==> config.mk <==
export PLATFORM = sky130hd
export DESIGN_NAME = alu_serial_addsub
export DESIGN_NICKNAME = d
export VERILOG_FILES = /design/src/rtl/alu_pkg.sv /design/src/rtl/addsub_chunk.sv /design/src/rtl/alu_serial_addsub.sv
export SDC_FILE = /design/constraint.sdc
export NUM_CORES = 1
export LEC_CHECK = 0
export CAP_MARGIN = 10
export CORE_AREA = 4 4 122 240
export DETAILED_ROUTE_END_ITERATION = 8
export DIE_AREA = 0 0 126 244
export PLACE_DENSITY_LB_ADDON = 0.2
export SLEW_MARGIN = 20
export SYNTH_ARGS = -nofsm -noshare
export SYNTH_HDL_FRONTEND = slang
export SYNTH_HIERARCHICAL = 1
export SYNTH_SLANG_ARGS = --single-unit
==> constraint.sdc <==
create_clock -name clk -period 5.7 [get_ports clk]
set_input_delay 0.57 -clock clk [delete_from_list [all_inputs] [get_ports clk]]
set_output_delay 0.57 -clock clk [all_outputs]
set_load 0.01 [all_outputs]
==> src/rtl/alu_pkg.sv <==
// Shared encodings for the serial add/sub/logic ALU.
// Op codes, condition-code bit positions and FSM states.
package alu_pkg;

    typedef enum logic [1:0] {
        ALU_ADD = 2'b00,
        ALU_SUB = 2'b01,
        ALU_AND = 2'b10,
        ALU_XOR = 2'b11
    } alu_op_e;

    localparam int CC_ZF = 0;
    localparam int CC_SF = 1;
    localparam int CC_OF = 2;

    localparam logic [2:0] CC_RESET = 3'b001;

    typedef enum logic [1:0] {
        IDLE = 2'b00,
        RUN  = 2'b01,
        DONE = 2'b10
    } alu_state_e;

endpackage

==> src/rtl/addsub_chunk.sv <==
// One CHUNK-bit slice of the serial ALU.
// Combinational; the FSM reuses it every RUN cycle.
module addsub_chunk
    import alu_pkg::*;
#(
    parameter int CHUNK = 16
) (
    input  logic [CHUNK-1:0] a,
    input  logic [CHUNK-1:0] b,
    input  logic             cin,
    input  alu_op_e          op,
    output logic [CHUNK-1:0] sum,
    output logic             cout
);

    always_comb begin
        sum  = '0;
        cout = 1'b0;
        unique case (op)
            ALU_ADD, ALU_SUB: begin
                {cout, sum} = {1'b0, a} + {1'b0, b}
                            + {{CHUNK{1'b0}}, cin};
            end
            ALU_AND: sum = a & b;
            ALU_XOR: sum = a ^ b;
            default: sum = '0;
        endcase
    end

endmodule

==> src/rtl/alu_serial_addsub.sv <==
// Multi-cycle Execute ALU: CHUNK bits per cycle, rippled carry,
// valid/ready on both sides, owns the architectural CC register.
module alu_serial_addsub
    import alu_pkg::*;
#(
    parameter int WIDTH = 64,
    parameter int CHUNK = 16
) (
    input  logic             clk,
    input  logic             rst,
    input  logic             in_valid,
    output logic             in_ready,
    input  logic [1:0]       op,
    input  logic [WIDTH-1:0] a,
    input  logic [WIDTH-1:0] b,
    input  logic             set_cc,
    output logic             out_valid,
    input  logic             out_ready,
    output logic [WIDTH-1:0] result,
    output logic [2:0]       flags,
    output logic [2:0]       cc
);

    localparam int NCHUNK = WIDTH / CHUNK;
    localparam int CNT_W  = $clog2(NCHUNK) + 1;

    if (WIDTH % CHUNK != 0) begin : g_bad_chunk
        $error("WIDTH must be a multiple of CHUNK");
    end

    alu_state_e       state;
    alu_state_e       state_nxt;
    alu_op_e          op_q;
    logic [WIDTH-1:0] a_q;
    logic [WIDTH-1:0] b_q;
    logic             set_cc_q;
    logic             a_msb;
    logic             b_msb;
    logic             carry_q;
    logic             zf_acc;
    logic [CNT_W-1:0] cnt;
    logic             last;
    logic [CHUNK-1:0] sum;
    logic             cout;
    logic             zf_nxt;
    logic             of_nxt;
    logic [WIDTH-1:0] sum_top;

    assign last    = (cnt == CNT_W'(NCHUNK - 1));
    assign zf_nxt  = zf_acc & ~|sum;
    assign sum_top = WIDTH'(sum) << (WIDTH - CHUNK);

    // Overflow uses the operand sign bits captured before b was inverted.
    always_comb begin
        of_nxt = 1'b0;
        unique case (1'b1)
            (op_q == ALU_ADD):
                of_nxt = (a_msb == b_msb) && (sum[CHUNK-1] != a_msb);
            (op_q == ALU_SUB):
                of_nxt = (a_msb != b_msb) && (sum[CHUNK-1] != a_msb);
            default: of_nxt = 1'b0;
        endcase
    end

    addsub_chunk #(.CHUNK(CHUNK)) u_chunk (
        .a    (a_q[CHUNK-1:0]),
        .b    (b_q[CHUNK-1:0]),
        .cin  (carry_q),
        .op   (op_q),
        .sum  (sum),
        .cout (cout)
    );

    always_ff @(posedge clk) begin
        if (rst) state <= IDLE;
        else     state <= state_nxt;
    end

    always_comb begin
        state_nxt = state;
        unique case (state)
            IDLE:    if (in_valid)  state_nxt = RUN;
            RUN:     if (last)      state_nxt = DONE;
            DONE:    if (out_ready) state_nxt = IDLE;
            default: state_nxt = IDLE;
        endcase
    end

    always_comb begin
        in_ready  = 1'b0;
        out_valid = 1'b0;
        unique case (1'b1)
            (state == IDLE): in_ready  = 1'b1;
            (state == DONE): out_valid = 1'b1;
            default: ;
        endcase
    end

    always_ff @(posedge clk) begin
        if (rst) begin
            op_q     <= ALU_ADD;
            a_q      <= '0;
            b_q      <= '0;
            set_cc_q <= 1'b0;
            a_msb    <= 1'b0;
            b_msb    <= 1'b0;
            carry_q  <= 1'b0;
            zf_acc   <= 1'b1;
            cnt      <= '0;
            result   <= '0;
            flags    <= '0;
            cc       <= CC_RESET;
        end else begin
            unique case (state)
                IDLE: begin
                    if (in_valid) begin
                        op_q     <= alu_op_e'(op);
                        a_q      <= a;
                        b_q      <= (alu_op_e'(op) == ALU_SUB) ? ~b : b;
                        set_cc_q <= set_cc;
                        a_msb    <= a[WIDTH-1];
                        b_msb    <= b[WIDTH-1];
                        carry_q  <= (alu_op_e'(op) == ALU_SUB);
                        zf_acc   <= 1'b1;
                        cnt      <= '0;
                    end
                end
                RUN: begin
                    // Operands shift down; result fills from the top.
                    a_q     <= a_q >> CHUNK;
                    b_q     <= b_q >> CHUNK;
                    result  <= (result >> CHUNK) | sum_top;
                    carry_q <= cout;
                    zf_acc  <= zf_nxt;
                    cnt     <= cnt + 1'b1;
                    if (last) begin
                        flags[CC_ZF] <= zf_nxt;
                        flags[CC_SF] <= sum[CHUNK-1];
                        flags[CC_OF] <= of_nxt;
                    end
                end
                DONE: begin
                    if (out_ready && set_cc_q) cc <= flags;
                end
                default: ;
            endcase
        end
    end

endmodule

## After elaboration in Yosys (flattened, before gate mapping)

Index checks and enable logic that the tools add are counted.
W data, S select, Z words.

- Bits in registers: 210
- Latch bits: 0
- RAM bits: 0
- Bits in read-only memories: 0
- Bits of input ports: 135
- Memories kept: 0

- Add/subtract/negate cells: 3
- $mul: 0
- Div/mod/pow operators: 0
- Order comparisons: 0
- Equality and inequality tests: 13
- Shift operators: 0
- Mux-type cells: 20
- Bitwise gates (word level): 5
- Reductions and logical operators: 14

Operators with widths:

| kind | number |
|---|---|
| $pmux W64 S2 | 2 |
| $mux W64 | 3 |
| $not A64 Y64 | 1 |
| $or A48 B64 Y64 | 1 |
| $pmux W16 S3 | 1 |
| $add A16 B16 Y17 | 1 |
| $add A17 B1 Y17 | 1 |
| $and A16 B16 Y16 | 1 |
| $reduce_or A16 Y1 | 1 |
| $xor A16 B16 Y16 | 1 |
| $reduce_and A2 Y1 | 4 |
| $eq A2 B1 Y1 const B | 3 |
| $eq A2 B2 Y1 const B | 3 |
| $mux W2 | 3 |
| $ne A2 B2 Y1 const B | 3 |
| $pmux W1 S2 | 3 |
| $pmux W2 S3 | 1 |
| $pmux W3 S2 | 1 |
| $mux W1 | 5 |
| $logic_not A2 Y1 | 2 |
| $add A3 B1 Y3 const B | 1 |
| $eq A3 B2 Y1 const B | 1 |
| $logic_and A1 B1 Y1 | 3 |
| $mux W3 | 1 |
| other kinds (7) | 8 |

## Logic depth before layout (Yosys ltp)

- Depth in word-level cells: 7
- Mapped depth: 14
- Gate-level depth less buffers: 14

## By module

The synthesis kept the hierarchy.

By module, submodules not included:

| module | times used | cells an instance | area an instance (um^2) | sequential area each (um^2) |
|---|---|---|---|---|
| alu_serial_addsub | 1 | 1006 | 8386.8 | 4204.0 |
| addsub_chunk | 1 | 154 | 1064.8 | 0.0 |

## Worst setup path after synthesis

No wires, ideal clock.

- Kind: flip-flop to flip-flop
- From: register a_q[0]
- To: register flags[0]
- Setup time: 0.057 ns
- Arrival: 2.692 ns
- Slack: 2.950 ns
- Cell stages (with the launch flop): 15
- Buffers on the path: 0
- Period minus slack after synthesis: 2.750 ns
- Path through: dfxtp_1 > fa_1 > inv_1 > fa_1 > nor2b_4 > o211ai_1 > a31oi_4 > a21oi_2 > o21ai_2 > nor3b_1 > a221o_1 > nor4_1 > nand2_1 > nor4_1 > a31o_2

- Word-level cells in the longest chain between the ends: 6

RTL lines:

| what | RTL line | RTL |
|---|---|---|
| start, declared | alu_serial_addsub.sv:34 | `logic [WIDTH-1:0] a_q;` |
| start signal, assigned | alu_serial_addsub.sv:130 | `a_q <= a_q >> CHUNK;` |
| $add A16 B16 Y17 | addsub_chunk.sv:21 | `{cout, sum} = {1'b0, a} + {1'b0, b}` |
| $add A17 B1 Y17 | addsub_chunk.sv:22 | `+ {{CHUNK{1'b0}}, cin};` |
| $pmux W16 S3 | addsub_chunk.sv:19 | `unique case (op)` |
| net sum[14] | alu_serial_addsub.sv:43 | `logic [CHUNK-1:0] sum;` |
| $reduce_or A16 Y1 | alu_serial_addsub.sv:50 | `assign zf_nxt = zf_acc & ~\|sum;` |
| $logic_not A1 Y1 | alu_serial_addsub.sv:50 |  |
| $and A1 B1 Y1 | alu_serial_addsub.sv:50 |  |
| end signal, assigned by index | alu_serial_addsub.sv:137 | `flags[CC_ZF] <= zf_nxt;` |
| end signal, assigned by index | alu_serial_addsub.sv:138 | `flags[CC_SF] <= sum[CHUNK-1];` |
| end signal, assigned by index | alu_serial_addsub.sv:139 | `flags[CC_OF] <= of_nxt;` |
| end, declared | alu_serial_addsub.sv:20 | `output logic [2:0] flags,` |

The timed path passes the listed nets, and every way through them passes these cells.
A chain may end at the register's enable or synchronous reset.

## Worst setup path in the final report

Same ends and word-level chain as after synthesis.

==> run metrics <==
P_leak 4.53 nW; FILL cells 2854; height of the die 244 µm; Critical Path Fanout Max 4; CTS tree built; worst-path cell chain fa_1 -> inv_1 -> fa_1 -> nor2b_4 -> o211ai_1 -> a31oi_4 -> a21oi_2 -> o21ai_2 -> nor3b_1 -> a221o_1 -> nor4_1 -> nand2_1 -> nor4_1 -> a31o_2; die area 0.0307 mm²; share of cells above drive strength 1 4.55%; Vias 8634; CP Class flip-flop to flip-flop; CTS Buf Count 21; sw frac 27.6%; Placed Area 0.0116 mm²; drt total wl 29.8 mm; dpl hpwl 21.4 mm; Clock H-tree levels 1; synthesized flop and latch total 210; syn avg cell area 8.15 µm²; post-DR wirelength/cell 17.8 µm; vias in the first global route 8381; Clock Sinks 210; Slew @ Worst Pin 0.989 ns; Comb pwr share 17.5%; cell family with most CP delay compound AO/OA/AOI/OAI gates; Setup TNS 0 ns; gr ovfl total 0; Ports 207; ANT cells 0; Initial Util 34.3%; Switch Pwr 0.000996 W; initial antenna violation count 0; Clock Latency Late Sink 0.50 ns; final hold vios 0; Setup Viol. Count Final 0; Core Util, Final 44.7%; DRC violations left 0; Max Clock Freq 309 MHz; synth warn 6; GRT Total Usage 18.7%; Tcrit/Tclk final 56.8%; row cnt 86; CTS hold repair buffers 0; Yosys cell types 60; width of the die 126 µm; core footprint 0.0275 mm²; Nets 1462; outcome complete, no violations; Max Buffers Root-to-Sink 3; Critical-path top delay cell fa_1; IO Port Bufs 206; Pwr Density 293 mW/mm²; Worst Path Buf+Inv 1; Worst Clk Skew 0.0117 ns; slew margin rel. 33.8%; Worst IR Drop VDD 0.226 mV; Worst EP arrival 3.68 ns; Area Overhead vs Synth 30.4%; largest net degree at the start of global routing 93; Root Driver clkbuf_16; Post-Syn Instances 1160; CP endpoint kind flip-flop; RSZ-0062 raised after global routing no; Clk pwr share 37.0%; largest stage delay on the critical path 0.44 ns; via/cell ratio 5.17; Worst Setup Start Kind flip-flop; final critical-path required period 3.24 ns; multi-input logic area 0.00478 mm²; DRT Pass-1 Iters 5; Hold Path Class flip-flop to flip-flop; Post-CTS Resized 0; total power 0.00361 W; post-route cell area 0.0123 mm²; Routed Antenna Nets 0; cell-internal power 0.00261 W; sequential power share 45.5%; Final Slew Violations 0; Post-synth ARST share 0%; first-pass GRT wire length 46.4 mm; clock-pin slew of the registers on the worst-case setup and hold paths 0.06 ns; sequential fraction of the synthesis area 44.5%; DR iter-0 viols 404; WP data required 6.14 ns; top_reg_cell synth dfxtp_1; Syn Std Cell Area 0.00945 mm²; FF/Latch Area 0.00420 mm²; Max-Cap Viols 0; post-CTS setup buffers 0; net count after synthesis 1315; EDFF count, synth 0; GP Congestion 0.849
## cell usage after synthesis (all sizes together), types with 2 or more instances
cell type	number	share of area, %
a22oi	49	3.9
clkbuf	37	1.5
a221o	3	0.32
and2	4	0.28
nor3b	2	0.21
o311ai	3	0.28
nand2b	4	0.26
and3	4	0.26
inv	11	0.44
buf	56	3.3
a21oi	167	9.0
a31oi	4	0.42
nor2	128	5.1
a211oi	11	0.87
mux2i	7	0.74
o221ai	49	4.5
xor2	60	5.6
nor3	3	0.16
a21o	4	0.32
o21ai	14	0.78
fa	2	0.42
o21a	3	0.24
ha	18	2.4
dfxtp	210	44
xnor2	9	0.83
nand3	38	2.0
nor2b	5	0.41
nand2	236	9.4
nor4	3	0.20
## tightest hold or removal path: cells and delay by family, from the launching register on
family          cells  cell delay [ns]
compound gates      1             0.05
flops               1             0.30
simple gates        1             0.05
## state kept, by name, indices dropped and copies added (netlist names)
name,flops
flags,3
zf_acc,1
a_msb,1
cnt,3
cc,3
op_q,2
b_msb,1
set_cc_q,1
a_q,64
carry_q,1
state,2
result,64
b_q,64
## logic make-up after synthesis
kind of cell / after synthesis / share of synthesized area [%]
AO/OA/AOI/OAI: 315 / 21.4
XOR/XNOR: 69 / 6.39
adder cells (fa/ha/maj): 20 / 2.81
buffers and inverters: 105 / 5.26
flip-flops: 210 / 44.5
multiplexers: 8 / 0.860
AND/OR/NAND/NOR: 433 / 18.8
## cell type report
type                    instances  share of cell area (%)
repair buffers                217                    17.8
flip-flops and latches        210                    34.1
inverters                      12                   0.366
multi-input cells             845                    38.8
clock inverters                 6                   0.467
clock buffers                  29                    4.83
well taps                     352                    3.57
## per-stage QoR
stage / std cells / hold slack [ns] / setup WS (ns)
3_3_place_gp: 1633 / 0.442 / 2.49
6_report: 1671 / 0.451 / 2.46
3_5_place_dp: 1635 / 0.446 / 2.50
2_1_floorplan: 1160 / 0.436 / 2.95
4_1_cts: 1670 / 0.454 / 2.46
5_1_grt: 1671 / 0.465 / 2.27
## final timing paths
| path | startpoint | endpoint | slack (ns) | cells after the start |
|---|---|---|---|---|
| hold / removal | result[4] | result[4] | 0.45 | 2 |
| setup reg to reg | a_q[0] | flags[0] | 2.46 | 14 |
| setup / recovery | a_q[0] | flags[0] | 2.46 | 14 |
| hold reg to reg | result[4] | result[4] | 0.45 | 2 |
## routing by layer
metal	part of all wire [%]	global-route usage (%)
met5	0	0
met4	4.8	9.13
met3	5.1	2.89
met2	52	34.0
met1	38	21.0
## power by group through the flow
stage / Clock (W) / Combinational, W / Sequential (W)
floorplan: 0 / 0.000401 / 0.00165
global placement: 0 / 0.000619 / 0.00168
detailed placement: 0 / 0.000634 / 0.00168
CTS: 0.00138 / 0.000637 / 0.00164
global route: 0.00143 / 0.000703 / 0.00165
finish: 0.00133 / 0.000632 / 0.00164
## placed cells by master (no fill, tap or decap), drive strengths merged, types with 5 or more instances in the layout
cell,count
nor2b,5
mux2i,7
nor2,128
a21oi,167
nand2,236
clkbuf,29
a211oi,11
a22oi,49
inv,11
dfxtp,210
nand3,38
clkinv,5
o221ai,49
xnor2,9
o21ai,14
ha,18
buf,12
clkdlybuf4s50,205
xor2,60
Note: power is estimated with default switching activity, not from simulation.
==> patch 1: new RTL, config.mk and constraints unchanged <==
Remove the case item `ALU_ADD, ALU_SUB` of the case on `op`.
--- a/src/rtl/addsub_chunk.sv
+++ b/src/rtl/addsub_chunk.sv
@@ -17,10 +17,6 @@
         sum  = '0;
         cout = 1'b0;
         unique case (op)
-            ALU_ADD, ALU_SUB: begin
-                {cout, sum} = {1'b0, a} + {1'b0, b}
-                            + {{CHUNK{1'b0}}, cin};
-            end
             ALU_AND: sum = a & b;
             ALU_XOR: sum = a ^ b;
             default: sum = '0;
Formal check against the unedited RTL: not equivalent (Yosys sat finds a counterexample within 4 cycles, from zero or initial values and one cycle with rst high).
==> patch 1 against the unedited design <==
Wire length decreased by 4.9%; core utilization fell by 2.2 points; sequential cell count shrank 1; global-route usage is 1.0 points lower; final cell count decreased by 6.1%; worst setup slack better by 750 ps; combinational power is 28% lower; power down 2.8%; synthesized area is 6.4% lower; design area decreased by 4.9%; register-to-register slack gained 780 ps; critical endpoint is now a_q[46].
==> patch 1: results (changes against the unedited design) <==
worst_hold_path_type: "flop to flop"
grt.total_usage_pct: 17.7  # -1.0 points
rr_endpoint: "flags[0]"
whs_endpoint: "result[4]"
yosysWarnings: 6  # unchanged
hpwl_um: 19800  # -7.7%
gp_congestion: 0.806  # -5.1%
min_path_cells: 2  # unchanged
fillCellCount: 2853  # -0.035%
routed_wl_um: 28300  # -4.9%
min_from: "result[4]"
dp_slack_ps: 2720  # +224 ps
syn_nets: 1206  # -8.3%
numPortBuffers: 206  # unchanged
skew_ps: 12.3  # +0.579 ps
first_pass_iters: 5  # unchanged
worstSkewPairLatency_ps: 510
cts_root_buf: "clkbuf_16"
ir_drop_uv: 210  # -7.2%
post_cts_resized: 0  # unchanged
drive_gt1_share_pct: 4.44  # -0.11 points
status: "finished, final reports clean"
grt_pass1_vias: 7764  # -7.4%
rrSetupSlack_ps: 3240  # +780 ps
postCtsSetupBuffers: 0  # unchanged
worstPathMaxFanout: 48  # +44
grt_antenna_before_repair: 1  # +1
leakagePower_nw: 4.23  # -6.7%
reg_top3: "a_q: 64 flops, b_q: 64 flops, result: 64 flops"
grt_pass1_wl_um: 43300  # -6.6%
grt_max_degree: 94  # +1.1%
r2r_cells: 6  # -8
cts_htree_levels: 1  # unchanged
dr.first_iter.drc_count: 439  # +8.7%
cts_buffer_depth: 3  # unchanged
cp.arrival_ps: 2930  # -750 ps
layout.nets: 1355  # -7.3%
r2r_start: "op_q[0]"
numCtsBuffers: 21  # unchanged
via_per_inst: 4.93  # -4.6%
switchingPower_w: 0.000930  # -6.7%
clk_pin_slew_worst_paths_ps: 70
slew_headroom_pct: 28.2  # -5.6 points
[patch 1: worst max path at each step]
stage | startpoint | to | slack, ps | depth (start not counted)
after floorplan | op_q[0] | flags[0] | 4070 | 8
after global placement | in_valid | a_q[36] | 2760 | 5
after detailed placement | in_valid | a_q[1] | 2720 | 5
after CTS | op_q[0] | flags[0] | 3210 | 6
after global routing | op_q[0] | flags[0] | 2990 | 6
final | in_valid | a_q[46] | 3210 | 5
[patch 1: stage by stage]
step                      cells  util, %  area [um^2]  total power (W)  hold slack (ps)
after global routing       1569     42.6        11700          0.00366              476
final                      1569     42.6        11700          0.00351              452
after global placement     1530     39.9        11000          0.00210              442
after floorplan            1053        -         8850          0.00191              436
after detailed placement   1531     40.0        11000          0.00211              446
after CTS                  1568     42.6        11700          0.00355              455
[patch 1: layout make-up]
class / count / area (um^2) / share of cell area, %
multi-input combinational: 751 / 4230 / 36.1
sequential: 209 / 4180 / 35.7
timing repair buffer: 216 / 2150 / 18.3
clock buffer: 27 / 588 / 5.02
tap: 352 / 440 / 3.76
clock inverter: 10 / 121 / 1.04
inverter: 3 / 11.3 / 0.0961
antenna: 1 / 2.50 / 0.0213
[patch 1: power groups by stage]
| stage | clock network, W | registers, W | logic, W |
|---|---|---|---|
| floorplan | 0 | 0.00161 | 0.000301 |
| global placement | 0 | 0.00165 | 0.000451 |
| detailed placement | 0 | 0.00165 | 0.000457 |
| CTS | 0.00147 | 0.00162 | 0.000461 |
| global route | 0.00153 | 0.00163 | 0.000506 |
| finish | 0.00144 | 0.00162 | 0.000456 |
[patch 1: worst max-delay path: stages]
cell and delay, ps:
clkdlybuf4s50_1 510, or3b_2 780, nand2_2 810, nor2_1 100, nor2_1 130
[patch 1: routing by layer]
| layer | part of all wire (%) | global-route usage (%) | vias up |
|---|---|---|---|
| met3 | 5.5 | 3.37 | 47 |
| met2 | 52 | 32.4 | 220 |
| met4 | 4.5 | 8.56 | 0 |
| met5 | 0 | 0 | - |
| met1 | 38 | 19.3 | 3573 |
| li1 | - | - | 3891 |
==> patch 2: new RTL, config.mk and constraints unchanged <==
Made on the original files. `CHUNK` is set to 16 in 2 places; all go to 8.
--- a/src/rtl/addsub_chunk.sv
+++ b/src/rtl/addsub_chunk.sv
@@ -3,7 +3,7 @@
 module addsub_chunk
     import alu_pkg::*;
 #(
-    parameter int CHUNK = 16
+    parameter int CHUNK = 8
 ) (
     input  logic [CHUNK-1:0] a,
     input  logic [CHUNK-1:0] b,
--- a/src/rtl/alu_serial_addsub.sv
+++ b/src/rtl/alu_serial_addsub.sv
@@ -4,7 +4,7 @@
     import alu_pkg::*;
 #(
     parameter int WIDTH = 64,
-    parameter int CHUNK = 16
+    parameter int CHUNK = 8
 ) (
     input  logic             clk,
     input  logic             rst,
Function: changed (a bounded check fails within 4 cycles, from zero or initial values and one cycle with rst high).
==> patch 2 against the unedited design <==
Global-route usage shrank 1.8 points; design area shrank 1.7%; sequential share of layout area grew 0.75 points; critical path depth shrank 4; wire length shrank 8.5%; synthesized area shrank 1.8%; worst setup slack gained 390 ps; sequential cell count grew 1; power shrank 2.5%; largest power group unchanged; highest routed layer is now met5.
==> patch 2: results (changes against the unedited design) <==
cts_htree_levels: 1  # unchanged
synthFlopType: "dfxtp_1"
leakagePower_nw: 4.47  # -1.2%
rrSetupSlack_ps: 2850  # +390 ps
status: "finished, final reports clean"
grt_pass1_vias: 7861  # -6.2%
gp_congestion: 0.842  # -0.82%
diodes: 0  # unchanged
worstPathMaxFanout: 3  # -1
syn_nets: 1279  # -2.7%
synth_commonest_cells: "219 x nand2_1, 211 x dfxtp_1, 190 x nor2_1, 154 x a21oi_1, 63 x xor2_1"
crit_end: "flags[0]"
drive_gt1_share_pct: 7.51  # +3.0 points
cp.arrival_ps: 3280  # -400 ps
fillCellCount: 2869  # +0.53%
wl_per_cell_um: 16.6  # -7.0%
grt_antenna_before_repair: 1  # +1
postSynthCellCount: 1133  # -2.3%
grt.total_usage_pct: 16.9  # -1.8 points
reg_top3: "a_q: 64 flops, b_q: 64 flops, result: 64 flops"
ir_drop_uv: 158  # -30%
via_per_inst: 4.96  # -4.0%
p_int_w: 0.00256  # -2.3%
synth_seq_area_share_pct: 45.5  # +1.0 points
synth_area_leaders: "dfxtp_1 45%, nand2_1 8.9%, a21oi_1 8.3%, nor2_1 7.7%, xor2_1 5.9%"
clk_pin_slew_worst_paths_ps: 60  # about the same
tightest_slew_ps: 947  # -42.0 ps
grt_pass1_wl_um: 42400  # -8.7%
cp-start-kind: "flop"
cts_root_buf: "clkbuf_16"
grt_max_degree: 87  # -6.5%
numPortBuffers: 206  # unchanged
dr.first_iter.drc_count: 433  # +7.2%
hpwl_um: 18800  # -12%
skew_ps: 9.88  # -1.85 ps
r2r_cells: 10  # -4
post_cts_resized: 0  # unchanged
synth_cell_type_count: 48  # -20%
layout.nets: 1425  # -2.5%
-- patch 2: cell types whose count changed in the layout (fill, tap and decap cells not counted), sizes merged, moves of 9 or more --
cell / unedited run / this run
nor2: 128 / 190
nor4: 3 / 57
o221ai: 49 / 0
nand3: 38 / 18
nand2: 236 / 219
a21oi: 167 / 154
o21ai: 14 / 3
a211oi: 11 / 2
a22oi: 49 / 58
ha: 18 / 9
inv: 11 / 2
-- patch 2: logic make-up (layout without fill, tap and decap cells) --
logic type	count (synthesis)	count (layout)	synth area share, %
xor gates and xnor gates	66	66	6.23
DFF	211	211	45.5
AOI/OAI and AO/OA	238	238	15.4
adders and majority gates	11	11	1.64
buffers and inverters	94	253	4.72
muxes	8	8	0.903
and+or+nand+nor	505	505	25.7
-- patch 2: per-layer routing --
metal / vias to the layer above / share of wire (%) / global-route usage, %
li1: 4112 / - / -
met1: 3818 / 38 / 18.6
met2: 180 / 56 / 32.8
met3: 40 / 4.0 / 2.14
met4: 2 / 2.7 / 5.46
met5: - / 0.048 / 0
-- patch 2: layout make-up --
| cell class | count | area, um^2 | area share, % |
|---|---|---|---|
| Multi-Input combinational cell | 828 | 4670 | 38.5 |
| Tap cell | 352 | 440 | 3.64 |
| Inverter | 2 | 7.51 | 0.0620 |
| Clock inverter | 5 | 27.5 | 0.227 |
| Clock buffer | 31 | 613 | 5.06 |
| Timing Repair Buffer | 215 | 2130 | 17.6 |
| Sequential cell | 211 | 4220 | 34.9 |
-- patch 2: worst max-delay path, stage by stage (launching register included) --
cell and delay [ps]:
dfxtp_1 340, fa_1 470, fa_1 430, a21o_1 210, a221o_1 360, a22o_1 190, a21o_1 170, nor2_1 80
nand4_1 110, or2_2 290, a21oi_1 140
-- patch 2: power by group through the flow --
stage	sequential (W)	combinational [W]	clock (W)
floorplan	0.00164	0.000371	0
detailed placement	0.00167	0.000566	0
CTS	0.00164	0.000568	0.00137
global placement	0.00167	0.000564	0
finish	0.00164	0.000558	0.00133
global route	0.00165	0.000620	0.00142
-- patch 2: stage by stage --
stage	instances	cell area (um^2)	setup slack [ps]
floorplan	1133	9290	3040
global placement	1608	11500	2920
detailed placement	1608	11500	2870
CTS	1644	12100	2860
global route	1644	12100	2690
finish	1644	12100	2850
-- patch 2: worst min path at each step --
stage,start,to,slack [ps],cells past startpoint
4_1_cts,result[7],result[7],460,2
2_1_floorplan,set_cc_q,set_cc_q,440,2
5_1_grt,a_q[63],a_q[63],480,2
6_report,result[7],result[7],450,2
3_3_place_gp,result[6],result[6],440,2
3_5_place_dp,result[7],result[7],450,2
